**config.mk**
```make
export PLATFORM = sky130hd
export DESIGN_NAME = scrambler_multilane
export DESIGN_NICKNAME = d
export VERILOG_FILES = /design/src/rtl/scrambler_pkg.sv /design/src/rtl/scrambler_lane.sv /design/src/rtl/scrambler_multilane.sv
export SDC_FILE = /design/constraint.sdc
export NUM_CORES = 2
export LEC_CHECK = 0
export CORE_MARGIN = 2
export CORE_UTILIZATION = 53
export CTS_CLUSTER_DIAMETER = 100
export DETAILED_ROUTE_END_ITERATION = 10
export GPL_ROUTABILITY_DRIVEN = 0
export PLACE_DENSITY = 0.92
export SLEW_MARGIN = 5
export SYNTH_ARGS = -nofsm -noshare
export SYNTH_HDL_FRONTEND = slang
export SYNTH_SLANG_ARGS = --single-unit
```
**constraint.sdc**
```tcl
create_clock -name clk -period 20 [get_ports clk]
set_clock_uncertainty 0.05 [all_clocks]
set_input_delay 2 -clock clk [delete_from_list [all_inputs] [get_ports clk]]
set_output_delay 2 -clock clk [all_outputs]
set_load 0.02 [all_outputs]
```
**src/rtl/scrambler_pkg.sv**
```systemverilog
// Shared constants and helpers for the multi-lane 64b/66b scrambler (x^58 + x^39 + 1).
package scrambler_pkg;

    localparam int unsigned STATE_W = 58;
    localparam int unsigned TAP_A   = 38;
    localparam int unsigned TAP_B   = 57;

    localparam logic [1:0] HDR_DATA = 2'b01;
    localparam logic [1:0] HDR_CTRL = 2'b10;

    localparam logic [STATE_W-1:0] DEFAULT_SEED = 58'h3FF_FFFF_FFFF_FFFF;

    typedef enum logic {
        ModeScramble   = 1'b0,
        ModeDescramble = 1'b1
    } mode_e;

    function automatic logic hdr_invalid(input logic [1:0] sync);
        return (sync != HDR_DATA) && (sync != HDR_CTRL);
    endfunction

endpackage

```
**src/rtl/scrambler_lane.sv**
```systemverilog
// One lane: self-synchronous bit loop, 58-bit state, bypass and header-error counter.
module scrambler_lane
    import scrambler_pkg::*;
#(
    parameter int unsigned          DATA_WIDTH = 64,
    parameter int unsigned          CNT_WIDTH  = 16,
    parameter logic [STATE_W-1:0]   SEED       = DEFAULT_SEED
) (
    input  logic                  clk,
    input  logic                  rst,
    input  logic                  xfer,
    input  mode_e                 mode,
    input  logic                  seed_load,
    input  logic                  bypass,
    input  logic                  err_clr,
    input  logic [DATA_WIDTH-1:0] data,
    input  logic [1:0]            sync,
    output logic [DATA_WIDTH-1:0] result,
    output logic [CNT_WIDTH-1:0]  err_cnt
);

    logic [STATE_W-1:0]    state_q, state_d;
    logic [STATE_W-1:0]    s;
    logic [DATA_WIDTH-1:0] scr;
    logic                  fb;
    logic [CNT_WIDTH-1:0]  cnt_q, cnt_d;

    // Bit 0 enters first; feedback is the line-side bit (output when scrambling,
    // input when descrambling), which is what makes the descrambler self-sync.
    always_comb begin
        s   = state_q;
        scr = '0;
        fb  = 1'b0;
        for (int i = 0; i < DATA_WIDTH; i++) begin
            scr[i] = data[i] ^ s[TAP_A] ^ s[TAP_B];
            fb     = (mode == ModeDescramble) ? data[i] : scr[i];
            s      = {s[STATE_W-2:0], fb};
        end
    end

    assign result = bypass ? data : scr;

    always_comb begin
        state_d = state_q;
        if (seed_load) begin
            state_d = SEED;
        end else if (xfer && !bypass) begin
            state_d = s;
        end
    end

    always_comb begin
        cnt_d = cnt_q;
        if (err_clr) begin
            cnt_d = '0;
        end else if (xfer && (mode == ModeDescramble) && hdr_invalid(sync) && (cnt_q != '1)) begin
            cnt_d = cnt_q + CNT_WIDTH'(1);
        end
    end

    always_ff @(posedge clk or posedge rst) begin
        if (rst) begin
            state_q <= SEED;
            cnt_q   <= '0;
        end else begin
            state_q <= state_d;
            cnt_q   <= cnt_d;
        end
    end

    assign err_cnt = cnt_q;

endmodule

```
**src/rtl/scrambler_multilane.sv**
```systemverilog
// Multi-lane 64b/66b scrambler/descrambler with a registered valid/ready output stage.
module scrambler_multilane
    import scrambler_pkg::*;
#(
    parameter int unsigned        DATA_WIDTH = 64,
    parameter int unsigned        NUM_LANES  = 4,
    parameter logic [STATE_W-1:0] SEED       = DEFAULT_SEED,
    parameter int unsigned        CNT_WIDTH  = 16
) (
    input  logic                                clk,
    input  logic                                rst,
    input  logic                                descramble_mode,
    input  logic                                seed_load,
    input  logic                                in_valid,
    output logic                                in_ready,
    input  logic [NUM_LANES*DATA_WIDTH-1:0]     in_data,
    input  logic [NUM_LANES*2-1:0]              in_sync,
    input  logic [NUM_LANES-1:0]                in_bypass,
    output logic                                out_valid,
    input  logic                                out_ready,
    output logic [NUM_LANES*(DATA_WIDTH+2)-1:0] out_data,
    input  logic                                hdr_err_clr,
    output logic [NUM_LANES*CNT_WIDTH-1:0]      hdr_err_cnt
);

    localparam int unsigned LANE_W = DATA_WIDTH + 2;

    logic                              xfer;
    logic [NUM_LANES*DATA_WIDTH-1:0]   lane_y;
    logic [NUM_LANES*LANE_W-1:0]       out_d;

    assign in_ready = !out_valid || out_ready;
    assign xfer     = in_valid && in_ready;

    for (genvar k = 0; k < NUM_LANES; k++) begin : g_lane
        scrambler_lane #(
            .DATA_WIDTH (DATA_WIDTH),
            .CNT_WIDTH  (CNT_WIDTH),
            .SEED       (SEED)
        ) u_lane (
            .clk       (clk),
            .rst       (rst),
            .xfer      (xfer),
            .mode      (mode_e'(descramble_mode)),
            .seed_load (seed_load),
            .bypass    (in_bypass[k]),
            .err_clr   (hdr_err_clr),
            .data      (in_data[k*DATA_WIDTH +: DATA_WIDTH]),
            .sync      (in_sync[2*k +: 2]),
            .result    (lane_y[k*DATA_WIDTH +: DATA_WIDTH]),
            .err_cnt   (hdr_err_cnt[k*CNT_WIDTH +: CNT_WIDTH])
        );

        assign out_d[k*LANE_W +: LANE_W] = {in_sync[2*k +: 2], lane_y[k*DATA_WIDTH +: DATA_WIDTH]};
    end

    // Output register only loads on a transfer, so a stalled beat stays stable.
    always_ff @(posedge clk or posedge rst) begin
        if (rst) begin
            out_valid <= 1'b0;
            out_data  <= '0;
        end else if (xfer) begin
            out_valid <= 1'b1;
            out_data  <= out_d;
        end else if (out_ready) begin
            out_valid <= 1'b0;
        end
    end

endmodule

```
=== Yosys cells after proc, flatten, opt, wreduce, memory -nomap -nowiden ===
Index checks and enable logic that the tools add are counted.

* Register bits after elaboration: 561

* Reductions and logical operators: 33
* Mux-type cells: 278
* Eq/ne operators: 12
* Add/sub/neg operators: 4
* Bitwise logic cells: 512

{| class="wikitable"
|+ Operators with widths
! operator !! number
|-
| XOR 1 bit || 512
|-
| 2-to-1 mux 58 bit || 8
|-
| 2-to-1 mux 1 bit || 258
|-
| 2-to-1 mux 64 bit || 4
|-
| 2-to-1 mux 16 bit || 8
|-
| adder 16 x 1 -> 16 bit, second input constant || 4
|-
| inequality test 16 bit, second input constant || 4
|-
| logical AND 1 bit || 18
|-
| nonzero test 2 bit || 9
|-
| inequality test 2 x 1 -> 1 bit, second input constant || 4
|-
| inequality test 2 bit, second input constant || 4
|-
| zero test 1 bit || 5
|-
| logical OR 1 bit || 1
|}

=== Logic depth before layout (Yosys ltp) ===
* Depth in word-level cells: 8
* Depth in mapped cells: 9
* Mapped depth without buffers: 7

=== Hierarchy ===
From an unflattened synthesis, not the netlist that was laid out.

* Cells, all modules: 2998
* Area total of the unflattened synthesis: 32796.5 µm²

{| class="wikitable"
|+ By module, submodules not included
! module !! cells each !! instances !! area an instance (µm²) !! seq. area each (µm²)
|-
| scrambler_lane at g_lane[1].u_lane ... || 609 || 3 || 5421.4 || 1924.3
|-
| scrambler_multilane || 563 || 1 || 11095.6 || 6631.4
|-
| scrambler_lane at g_lane[0].u_lane || 608 || 1 || 5436.5 || 1924.3
|}

=== Worst setup path before layout ===
OpenSTA, ideal clock, no wires.

* Path type: in2out
* Start: in out_ready
* End: out in_ready
* Arrival time: 2.291 ns
* Required time: 17.950 ns
* Cell stages on the path: 2
* Path buffers: 1
* Setup slack: 15.659 ns
* Path through: nand2b_1 -> buf_4

* Cells in the longest elaborated chain, start to end: 1

{| class="wikitable"
|+ RTL lines
! what !! line !! RTL
|-
| start, declared || scrambler_multilane.sv:20 || <nowiki>input logic out_ready,</nowiki>
|-
| logical OR 1 bit || scrambler_multilane.sv:32 || <nowiki>assign in_ready = !out_valid || out_ready;</nowiki>
|-
| end, declared || scrambler_multilane.sv:15 || <nowiki>output logic in_ready,</nowiki>
|}

No other way between the ends.

=== Worst setup path after layout ===
Same ends and word-level chain as after synthesis.

==> flow_metrics.tcl <==
set metrics [dict create \
    drv_slew 0 \
    io_pins 605 \
    syn_area_um2 30900 \
    required_ns 17.95 \
    dp_cells 4532 \
    dieArea_um2 60200 \
    power_density_nw_per_um2 89.3 \
    maxCapViolations 0 \
    overflow 0 \
    cts_root_buf "clkbuf_16" \
    htree_levels 2 \
    power.internal_mw 2.45 \
    worstHoldPathType "reg -> reg" \
    cp_max_fo 8 \
    grt_max_degree 247 \
    clk_latency_ns 0.62 \
    cts_sinks 561 \
    hold_viol 0 \
    cp-end-kind "output port" \
    synth-warning-count 0 \
    setup_ws_ns 14.43 \
    grt_setup_unrepaired "no" \
    p_sw_mw 1.09 \
    viasPerCell 5.71 \
    fin_cells 4652 \
    synth_area_leader_cell "dfrtp_1" \
    start_util_pct 53.6 \
    cts_max_path_buffers 3 \
    pre_cts_slack_ns 13.94 \
    seqPwrFrac_pct 39.0 \
    grt_pass1_vias 27000 \
    wl_per_cell_um 21.5 \
    nNetsFinal 4106 \
    firstDrtPassIters 6 \
    syn_nets 3598 \
    synthFlopType "dfrtp_1" \
    num_vias 26600 \
    dp_hpwl_um 69100 \
    drive_gt1_share_pct 9.72 \
    p_leak_nw 15.4 \
    ys_types 41 \
    cts.hold.buffers_added 0 \
    swShare_pct 30.7 \
    netlist_top_cells_count "nor2_1 (783), xnor2_1 (665), dfrtp_1 (329)" \
    synth.most_common_cell "nor2_1" \
    fillers 3913 \
    ctsResizeCount 0 \
    die_x_um 245 \
    peakVddDrop_uv 79.9 \
    crit_arrival_ns 3.52 \
    io_buffers 604 \
    die_h_um 245 \
    postSynthAreaPerCell_um2 9.30 \
    power_mw 3.53 \
    setup.worst_path.class "in -> out" \
    groute.usage.overall_pct 32.7 \
    critPathLaunchType "input pin" \
    grt_pass1_wl_um 153000 \
    place_area_um2 37400 \
    numCtsBuffers 58 \
    async_flop_share_pct 100 \
    ant_nets 0 \
    synth-edff-count 0 \
    combinationalPowerShare_pct 26.1 \
    min_period_ns 5.57 \
    num_rows 88 \
    ys_seq_elements 561 \
    period_share_pct 27.9 \
    setup_tns_ns 0 \
    power_frac_clock_pct 34.9 \
    drt_iter0_markers 2659 \
    tritoncts "done" \
    max_freq_ghz 0.180 \
    tightestPinTransition_ns 1.08 \
    antenna_found_initial 17 \
    setup_viol 0 \
    relSlewSlack_pct 27.9 \
    synth_area_leaders "dfrtp_1 (27%), dfstp_2 (20%), xnor2_1 (19%)" \
    coreArea_um2 57600 \
    syn_to_final_growth_pct 28.3 \
    stdcell_area_um2 39600 \
    synth_top_area_share_pct 26.7 \
    drc 0 \
    finalWirelength_um 100000 \
    path_clk_slew_ns 0.06 \
    syn_inst 3319 \
    ys_seq_area_share_pct 46.4 \
    postCtsSetupBuffers 0 \
    status "finished, final reports clean" \
]
logic make-up after synthesis:
family,Yosys count,synth area share [%]
buffers and inverters,189,2.49
flip-flops,561,46.4
multiplexers,7,0.227
XOR/XNOR,759,24.9
AND/OR/NAND/NOR,1219,16.0
adder cells (fa/ha/maj),4,0.162
AO/OA/AOI/OAI,580,9.72
registers in the layout (all words and copies together) (netlist names):
register / cells
g_lane.u_lane.err_cnt: 64
g_lane.u_lane.state_q: 232
out_data: 264
out_valid: 1
power groups by stage:
stage	logic [mW]	registers (mW)	clock network [mW]
2_1_floorplan	0.389	1.48	0
3_3_place_gp	0.884	1.38	0
3_5_place_dp	0.906	1.39	0
4_1_cts	0.919	1.37	1.24
5_1_grt	0.983	1.39	1.29
6_report	0.924	1.38	1.23
metrics by stage:
stage	hold slack, ns	utilization, %
2_1_floorplan	0.439	-
3_3_place_gp	0.410	64.9
3_5_place_dp	0.414	64.9
4_1_cts	0.430	68.7
5_1_grt	0.453	68.8
6_report	0.427	68.8
worst paths after layout:
check                        startpoint  slack, ns                            to  cells after the start
max                           out_ready      14.43                      in_ready                      3
min                        out_data[64]       0.43                  out_data[64]                      2
max reg2reg                   out_valid      16.35   g_lane[0].u_lane.state_q[4]                      8
min reg2reg                out_data[64]       0.43                  out_data[64]                      2
max in group asynchronous           rst      14.69                 out_data[123]                      5
min in group asynchronous           rst       1.87  g_lane[1].u_lane.err_cnt[13]                      2
routing by layer:
metal  wire (um)  GRT usage [%]  vias up  share of wire (%)
li1            -              -    11800                  -
met1       36200           39.7    12900                 36
met2       47300           52.8     1438                 47
met3        9980           8.62      363                 10
met4        6380           18.9       16                6.4
met5         123          0.408        -               0.12
area by class of cell:
class                      count  area, um^2  area share [%]
multi-input combinational   2569       15800            40.0
sequential                   561       14300            36.2
timing repair buffer         629        6240            15.8
clock buffer                  81        1680            4.25
tap                          765         957            2.42
clock inverter                29         488            1.23
inverter                       8        37.5          0.0948
antenna                       10        25.0          0.0632
cell usage in the layout, fill, tap and decap left out, types with 15 or more instances in the layout:
master and instances:
a21oi_1 221, a31oi_1 53, buf_4 23, clkbuf_16 61
clkdlybuf4s50_1 598, dfrtp_1 329, dfstp_2 232, nand2_1 285
nand3_1 18, nand4_1 18, nor2_1 783, nor3_1 15
o21ai_0 295, or3_1 58, xnor2_1 665, xnor3_1 76
xor2_1 18
worst max-delay path, stage by stage:
cell and delay [ns]:
clkdlybuf4s50_1 0.45, nand2b_1 0.36, clkdlybuf4s50_1 0.71
No activity file was read; power rests on OpenSTA's default activity.
